<file path="src/rtl/serial_subtractor.sv">
// Bit-serial two's-complement subtractor: one full-adder cell computes a + ~b + 1
// LSB first, one bit per clock, with valid/ready handshakes on operands and result.
module serial_subtractor #(
  parameter int WIDTH = 8
) (
  input  logic             clk,
  input  logic             rst,
  input  logic             in_valid,
  output logic             in_ready,
  input  logic [WIDTH-1:0] a,
  input  logic [WIDTH-1:0] b,
  output logic             out_valid,
  input  logic             out_ready,
  output logic [WIDTH-1:0] diff,
  output logic             borrow,
  output logic             ovf
);

  localparam int CW = $clog2(WIDTH);
  localparam logic [CW-1:0] LAST = CW'(WIDTH - 1);

  typedef enum logic [1:0] {IDLE, RUN, DONE} state_t;

  // Returns {carry_out, sum} of a single full-adder cell.
  function automatic logic [1:0] full_add(input logic x, input logic y, input logic cin);
    full_add = {(x & y) | (x & cin) | (y & cin), x ^ y ^ cin};
  endfunction

  state_t           r_state;
  logic [WIDTH-1:0] r_a;
  logic [WIDTH-1:0] r_b;
  logic [WIDTH-1:0] r_diff;
  logic [CW-1:0]    r_cnt;
  logic             r_carry;
  logic             r_a_msb;
  logic             r_b_msb;
  logic             r_out_valid;
  logic             r_borrow;
  logic             r_ovf;

  logic [1:0]       w_fa;
  logic             w_d;
  logic             w_carry;

  // Operands shift right so the current bit is always at position 0.
  assign w_fa    = full_add(r_a[0], ~r_b[0], r_carry);
  assign w_d     = w_fa[0];
  assign w_carry = w_fa[1];

  always_ff @(posedge clk) begin
    if (rst) begin
      r_state     <= IDLE;
      r_cnt       <= '0;
      r_carry     <= 1'b1;
      r_out_valid <= 1'b0;
      r_diff      <= '0;
      r_borrow    <= 1'b0;
      r_ovf       <= 1'b0;
    end else begin
      case (r_state)
        IDLE: begin
          if (in_valid) begin
            r_a     <= a;
            r_b     <= b;
            r_a_msb <= a[WIDTH-1];
            r_b_msb <= b[WIDTH-1];
            r_cnt   <= '0;
            r_carry <= 1'b1;
            r_state <= RUN;
          end
        end
        RUN: begin
          r_a     <= r_a >> 1;
          r_b     <= r_b >> 1;
          r_diff  <= {w_d, r_diff[WIDTH-1:1]};
          r_carry <= w_carry;
          r_cnt   <= r_cnt + 1'b1;
          if (r_cnt == LAST) begin
            // w_d is the result sign bit on this last step.
            r_out_valid <= 1'b1;
            r_borrow    <= ~w_carry;
            r_ovf       <= (r_a_msb != r_b_msb) && (w_d != r_a_msb);
            r_state     <= DONE;
          end
        end
        DONE: begin
          if (out_ready) begin
            r_out_valid <= 1'b0;
            r_state     <= IDLE;
          end
        end
        default: r_state <= IDLE;
      endcase
    end
  end

  assign in_ready  = (r_state == IDLE);
  assign out_valid = r_out_valid;
  assign diff      = r_diff;
  assign borrow    = r_borrow;
  assign ovf       = r_ovf;

endmodule

</file>
<file path="config.mk">
export PLATFORM = sky130hd
export DESIGN_NAME = serial_subtractor
export DESIGN_NICKNAME = d
export VERILOG_FILES = /design/src/rtl/serial_subtractor.sv
export SDC_FILE = /design/constraint.sdc
export NUM_CORES = 1
export LEC_CHECK = 0
export CORE_UTILIZATION = 56
export CTS_BUF_LIST = sky130_fd_sc_hd__clkbuf_2
export DETAILED_ROUTE_END_ITERATION = 10
export PLACE_DENSITY = 0.92
export SYNTH_ARGS = -nofsm -noshare
export SYNTH_HDL_FRONTEND = slang
export SYNTH_SLANG_ARGS = --single-unit
</file>
<file path="constraint.sdc">
create_clock -name clk -period 3.8 [get_ports clk]
set_clock_uncertainty 0.2 [all_clocks]
set_input_delay 0.76 -clock clk [delete_from_list [all_inputs] [get_ports clk]]
set_output_delay 0.76 -clock clk [all_outputs]
set_load 0.02 [all_outputs]
</file>
## Word-level counts from Yosys, hierarchy flattened

Cells that the tools add are included.

| storage, ports and cells | value |
|---|---|
| register bits after elaboration | 35 |
| bits of input ports | 20 |
| output and inout port bits | 12 |
| logic and storage cells | 55 |

| operators by class | value |
|---|---|
| add/subtract/negate cells | 1 |
| eq/ne operators | 8 |
| multiplexer cells | 15 |
| bitwise gates (word level) | 10 |
| reductions and logical operators | 10 |

Operator list:

| operator | number |
|---|---|
| case mux 8 bit (2 select lines) | 2 |
| two-way mux 8 bit | 2 |
| AND reduction 3 bit | 4 |
| two-way mux 2 bit | 3 |
| != test 2 bit (second input constant) | 3 |
| case mux 2 bit (3 select lines) | 1 |
| case mux 3 bit (2 select lines) | 1 |
| case mux 1 bit (2 select lines) | 2 |
| AND reduction 2 bit | 2 |
| nonzero test 2 bit | 2 |
| adder 3 x 1 -> 3 bit (second input constant) | 1 |
| bitwise AND 1 bit | 3 |
| equality test 3 bit (second input constant) | 1 |
| two-way mux 1 bit | 3 |
| two-way mux 3 bit | 1 |
| NOT 1 bit | 3 |
| equality test 2 x 1 -> 1 bit (second input constant) | 1 |
| equality test 2 bit (second input constant) | 1 |
| logical NOT 2 bit | 1 |
| != test 1 bit | 2 |
| OR 1 bit | 2 |
| bitwise XOR 1 bit | 2 |
| logical AND 1 bit | 1 |

## Logic depth before layout (Yosys ltp)

Gate-level depths: netlist (run 1).

| depth | value |
|---|---|
| word-level depth | 5 |
| gate-level depth with buffers | 6 |
| gate-level depth less buffers | 5 |

## Worst setup path after synthesis (run 1)

OpenSTA, ideal clock, no wires.

| timing path | value |
|---|---|
| kind | input to register |
| from | input rst |
| to | register r_a[0], enable pin |
| setup time | 0.409 ns |
| arrival | 2.092 ns |
| data required time | 3.191 ns |
| path slack | 1.098 ns |
| stages on the path | 2 |
| path buffers | 1 |
| path through | buf_2 > nor3_1 |

| between the ends | value |
|---|---|
| longest elaborated chain between the ends | 2 |

RTL lines:

| what | RTL line | RTL |
|---|---|---|
| from (decl) | 7 | `input logic rst,` |
| NOT 1 bit (no source line) | -- |  |
| AND reduction 3 bit (no source line) | -- |  |
| to (signal assigned) | 73 | `r_a <= r_a >> 1;` |
| to (decl) | 30 | `logic [WIDTH-1:0] r_a;` |

No other way between the ends.
A chain may end at the register's enable or synchronous reset.

## Worst setup path after layout (run 1)

| timing path | value |
|---|---|
| from | register r_state[1] |
| to | output in_ready |

| between the ends | value |
|---|---|
| longest elaborated chain between the ends | 1 |

RTL lines:

| what | RTL line | RTL |
|---|---|---|
| from (decl) | 29 | `state_t r_state;` |
| from (signal assigned) | 52 | `r_state <= IDLE;` |
| from (signal assigned) | 69 | `r_state <= RUN;` |
| from (signal assigned) | 83 | `r_state <= DONE;` |
| logical NOT 2 bit | 97 | `assign in_ready = (r_state == IDLE);` |
| to (decl) | 9 | `output logic in_ready,` |

No other way between the ends.

==> results of run 1 <==
-- state kept, by name, summed over array words and instances (netlist names) --
name,count
diff,8
r_a,8
r_b,8
r_cnt,3
r_state,2
borrow,1
out_valid,1
ovf,1
r_a_msb,1
r_b_msb,1
r_carry,1
-- report_power, final --
group | switching [mW] | internal [mW] | leakage, nW | total, mW
sequential | 0.00823 | 0.419 | 0.310 | 0.427
clock | 0.121 | 0.0448 | 0.0307 | 0.166
combinational | 0.0481 | 0.0395 | 0.369 | 0.0876
total | 0.178 | 0.503 | 0.709 | 0.681
-- cells by family after synthesis --
| logic type | Yosys count |
|---|---|
| simple gates | 79 |
| flops | 35 |
| mux | 1 |
| compound gates | 21 |
| fa+ha+maj | 3 |
| buf+inv | 11 |
-- how the worst max path moves through the flow --
stage          endpoint  cells after the start  slack (ns)  startpoint
3_5_place_dp     r_a[5]                      3        1.22         rst
4_1_cts        in_ready                      2        1.24  r_state[1]
2_1_floorplan    r_a[0]                      2        1.10         rst
3_3_place_gp     r_a[4]                      3        1.26         rst
5_1_grt        in_ready                      2        1.16  r_state[1]
6_report       in_ready                      2        1.26  r_state[1]
-- cell type report --
class	instances	area share, %
clock buffer	6	1.66
clock inverter	2	0.415
inverter	1	0.207
multi-input combinational	104	29.4
sequential	35	48.7
tap	30	2.07
timing repair buffer	32	17.6
-- per-stage QoR --
| step | cell area, µm² | hold slack (ns) |
|---|---|---|
| 2_1_floorplan | 1480 | 0.270 |
| 3_3_place_gp | 1770 | 0.244 |
| 3_5_place_dp | 1770 | 0.254 |
| 4_1_cts | 1810 | 0.274 |
| 5_1_grt | 1810 | 0.302 |
| 6_report | 1810 | 0.274 |
-- cell usage after synthesis --
cell type   n
a311oi_2    1
dfxtp_1    17
ha_1        2
a22oi_1     3
mux2i_1     1
and2_1      2
a311oi_1    1
buf_1       1
and3b_1     1
a21oi_1    11
edfxtp_1   18
nor3_1      2
nand2_1    58
buf_4       5
a211oi_1    1
nor2b_1     1
nor2_1     10
a2bb2oi_1   1
inv_1       1
buf_6       1
a21oi_2     1
fa_1        1
nor2b_4     1
nand2b_1    4
buf_2       3
o21bai_1    2
-- worst max-delay path, cell delays in order, from the launching register on --
cell and delay [ns]:
dfxtp_1 0.57, nor2_1 0.09, clkdlybuf4s50_1 0.54
-- routing by layer --
metal  part of all wire, %  wire (µm)  vias to the layer above  GRT usage, %
met5                     0          0                        -             0
met4                   1.8         53                        0          12.3
met3                   4.6        137                        7          8.62
met2                    53       1560                       31          40.0
met1                    41       1220                      524          28.5
li1                      -          -                      553             -
==> impl_metrics.yaml, run 1 <==
placement:
  gp_congestion: 0.793
  placed_cells: 202
  io_buffers: 31
  dp_slack_ns: 1.22
  hpwl_um: 2060
logic_synthesis:
  ys_types: 26
  synth_area_per_cell_um2: 9.87
  syn_inst: 150
  ys_seq_area_share_pct: 59.5
  synth_fp_nets: 173
  syn_area_um2: 1480
  synth_top_family_by_area: "simple AND/OR/NAND/NOR gates"
  muxShareOfSynthArea_pct: 0.676
  synthAdderAreaFrac_pct: 3.04
  synth_compound_area_share_pct: 9.55
  synth_xor_area_share_pct: 0
  yosysTopAreaCellShare_pct: 36.5
  yosys_warnings: 0
  synth.area.top_cells: "edfxtp_1 (37%), dfxtp_1 (23%), nand2_1 (15%)"
  synthSimpleGateAreaFrac_pct: 22.4
  yosys_register_bits: 35
  yosys.area.top_type: "edfxtp_1"
final_layout:
  area_growth_syn_to_layout_pct: 22.3
  final_core_util_pct: 73.1
  final_cell_mix: "nand2_1 (58), clkdlybuf4s50_1 (31), edfxtp_1 (18)"
  regArea_um2: 881
  drive_gt1_share_pct: 6.67
  fin_nets: 202
  mostFrequentLayoutCell: "nand2_1"
  n_fill_cell: 165
  antenna_cells: 0
  multi_input_area_um2: 533
  stdcell_count: 210
grt:
  grt_pass1_vias: 1035
  grt_pass1_wl_um: 4690
  antenna_found_initial: 0
  grt_max_degree: 31
  grtUsageTotal_pct: 24.7
  grt-ovfl-total: 0
routing:
  num_vias: 1115
  wirelength_um: 2970
  viasPerCell: 5.31
  drt_pass1_iterations: 4
  drtIter0Drc: 21
  wl_per_cell_um: 14.1
  route.detailed.drc: 0
  drtAntennaViolNets: 0
clocking:
  post-cts-setup-buffer-count: 0
  clock_latency_ns: 0.38
  holdBufCountCts: 0
  cts_tree: "yes"
  cts.htree.levels: 2
  cts_root_buf: "clkbuf_2"
  numClockSinks: 35
  path_clk_slew_ns: 0.17
  postCtsResizedCells: 0
  numCtsBuffers: 5
  cts_buffer_depth: 2
worst_setup_path:
  crit_path_max_fanout: 9
  startpoint_type: "flip-flop"
  rrSetupSlack_ns: 1.83
  critPathKind: "reg -> out"
  r2r_cells: 3
  crit_path_end_kind: "primary output"
  cp.required_ns: 2.84
  r2r-end: "r_b[5]"
  critPathArrivalTime_ns: 1.58
  r2r-start: "r_state[1]"
floorplan:
  fp.dieW_um: 53.4
  dieHeight_um: 53.4
  num_rows: 18
  boundaryPins: 32
  dieArea_um2: 2850
  initial_utilization_pct: 59.7
  core_area_um2: 2480
run_status:
  status: "finished, final reports clean"
sta:
  setup_slack_ns: 1.26
  tightest_slew_ns: 0.909
  timing.final.max_slew_violations: 0
  setup_viol: 0
  period_share_pct: 66.8
  fin_crit_ns: 2.54
  slew_headroom_pct: 39.4
  finalSetupTns_ns: 0
  rsz0062_at_grt: "false"
  fmaxAchievable_ghz: 0.394
  hold_viol: 0
job:
  cap_violations: 0
worst_hold_path:
  min_to: "diff[0]"
  hold_path_class: "reg -> reg"
  holdPathStages: 2
  hold_start: "diff[0]"
pwr:
  cellPowerDensity_nw_per_um2: 376
  power_uw: 681
  ir_worst_vdd_mv: 0.298
  p_leak_nw: 0.709
Note: power is estimated with default switching activity, not from simulation.
==> run 2, diff against run 1 <==
--- a/config.mk
+++ b/config.mk
@@ -5,10 +5,10 @@
 export SDC_FILE = /design/constraint.sdc
 export NUM_CORES = 1
 export LEC_CHECK = 0
-export CORE_UTILIZATION = 56
+export CORE_UTILIZATION = 47
 export CTS_BUF_LIST = sky130_fd_sc_hd__clkbuf_2
 export DETAILED_ROUTE_END_ITERATION = 10
-export PLACE_DENSITY = 0.92
+export PLACE_DENSITY = 0.83
 export SYNTH_ARGS = -nofsm -noshare
 export SYNTH_HDL_FRONTEND = slang
 export SYNTH_SLANG_ARGS = --single-unit
==> constraint.sdc (replaced) <==
create_clock -name clk -period 2.1 [get_ports clk]
set_clock_uncertainty 0.2 [all_clocks]
set_input_delay 0.42 -clock clk [delete_from_list [all_inputs] [get_ports clk]]
set_output_delay 0.42 -clock clk [all_outputs]
set_load 0.02 [all_outputs]
==> impl_metrics.yaml, run 2 (same netlist as run 1, synthesis figures left out) <==
final_layout:
  stdcell_area_um2: 1860
  final_cell_mix: "nand2_1 (58), clkdlybuf4s50_1 (30), edfxtp_1 (18)"
  area_growth_syn_to_layout_pct: 25.5
  antenna_cells: 0
  mostFrequentLayoutCell: "nand2_1"
  fin_nets: 206
  drive_gt1_share_pct: 8.70
floorplan:
  initial_utilization_pct: 48.9
  core_area_um2: 3030
  boundaryPins: 32
  fp.dieW_um: 58.1
  dieHeight_um: 58.1
  dieArea_um2: 3380
  num_rows: 20
worst_hold_path:
  hold_start: "diff[5]"
  holdPathStages: 2
  hold_path_class: "reg -> reg"
  min_to: "diff[4]"
clocking:
  cts_tree: "yes"
  cts_buffer_depth: 2
  numClockSinks: 35
  cts_root_buf: "clkbuf_2"
  numCtsBuffers: 5
  cts.htree.levels: 2
  path_clk_slew_ns: 0.17
  post-cts-setup-buffer-count: 0
  clock_latency_ns: 0.36
routing:
  wirelength_um: 2730
  drt_pass1_iterations: 4
  num_vias: 1109
  wl_per_cell_um: 12.0
  route.detailed.drc: 0
  drtIter0Drc: 41
  viasPerCell: 4.86
  drtAntennaViolNets: 0
worst_setup_path:
  cp.required_ns: 1.48
  r2r-start: "r_a[0]"
  path_cells: "clkdlybuf4s50_1"
  worst_path_max_delay_cell: "clkdlybuf4s50_1"
  slowest_delay_ns: 0.62
  r2r_cells: 4
  r2r-end: "ovf"
  critPathArrivalTime_ns: 1.37
  crit_path_end_kind: "primary output"
  critPathKind: "reg -> out"
  startpoint_type: "flip-flop"
  crit_buf_inv: 1
  crit_path_start: "diff[1]"
  rrSetupSlack_ns: 0.31
  crit_path_max_fanout: 3
  critPathTopFamily: "buffers and inverters"
sta:
  period_share_pct: 94.9
  tightest_slew_ns: 0.322
  rsz0062_at_grt: "false"
  fin_crit_ns: 1.99
  timing.final.max_slew_violations: 0
  fmaxAchievable_ghz: 0.502
  setup_viol: 0
  finalSetupTns_ns: 0
  hold_viol: 0
  slew_headroom_pct: 78.5
grt:
  grt-ovfl-total: 0
  grt_max_degree: 26
  grt_pass1_vias: 1073
  grt_pass1_wl_um: 4680
  antenna_found_initial: 0
  grtUsageTotal_pct: 18.5
placement:
  dpl_cell_area_um2: 1820
  hpwl_um: 1930
  io_buffers: 31
  gp_congestion: 0.718
pwr:
  ir_worst_vdd_mv: 0.352
  cellPowerDensity_nw_per_um2: 654
  p_leak_nw: 0.726
job:
  cap_violations: 0
run_status:
  status: "finished, final reports clean"
-- run 2: how the worst max path moves through the flow --
stage               to  cells after the start
5_1_grt        diff[3]                      1
6_report       diff[1]                      1
2_1_floorplan   r_a[0]                      2
3_5_place_dp    r_b[1]                      4
4_1_cts        diff[3]                      1
3_3_place_gp    r_b[2]                      4
-- run 2: what timing repair did --
item,4_1_cts,5_1_grt
resized for setup,2,0
hold buffers,0,0
endpoints found under the setup margin,1,0
-- run 2: layer usage --
layer  share of wire [%]  GRT usage, %  wire [µm]
met5                   0             0          0
met4                   0          3.06          0
met3                 4.9          7.59        134
met2                  48          31.2       1320
met1                  47          22.7       1280
-- run 2: worst reg2reg max path: cells and delay by family (launching register included) --
family                   cells  cell delay (ns)
AO/OA/AOI/OAI                2             0.32
adder cells (fa/ha/maj)      1             0.60
flip-flops                   1             0.43
AND/OR/NAND/NOR              1             0.17
-- run 2: area by class of cell --
class | count | area, µm²
Clock buffer | 6 | 30.0
Fill cell | 254 | 1170
Inverter | 1 | 3.75
Multi-Input combinational cell | 104 | 533
Timing Repair Buffer | 36 | 347
Clock inverter | 2 | 7.51
Sequential cell | 35 | 882
Tap cell | 44 | 55.1
-- run 2: through the flow --
stage               instances  power, mW  hold WS [ns]  util [%]  setup WS (ns)
floorplan                 150      0.886         0.270         -          0.229
global placement          220      0.942         0.246      60.1          0.246
detailed placement        220      0.952         0.253      60.1          0.220
CTS                       228       1.23         0.276      61.4         0.0863
global route              228       1.28         0.311      61.4       0.000823
finish                    228       1.21         0.271      61.4          0.108
-- run 2: power by group --
group / switching [mW] / internal, mW / leakage [nW]
combinational: 0.0857 / 0.0762 / 0.388
clock: 0.200 / 0.0803 / 0.0281
sequential: 0.0141 / 0.758 / 0.310
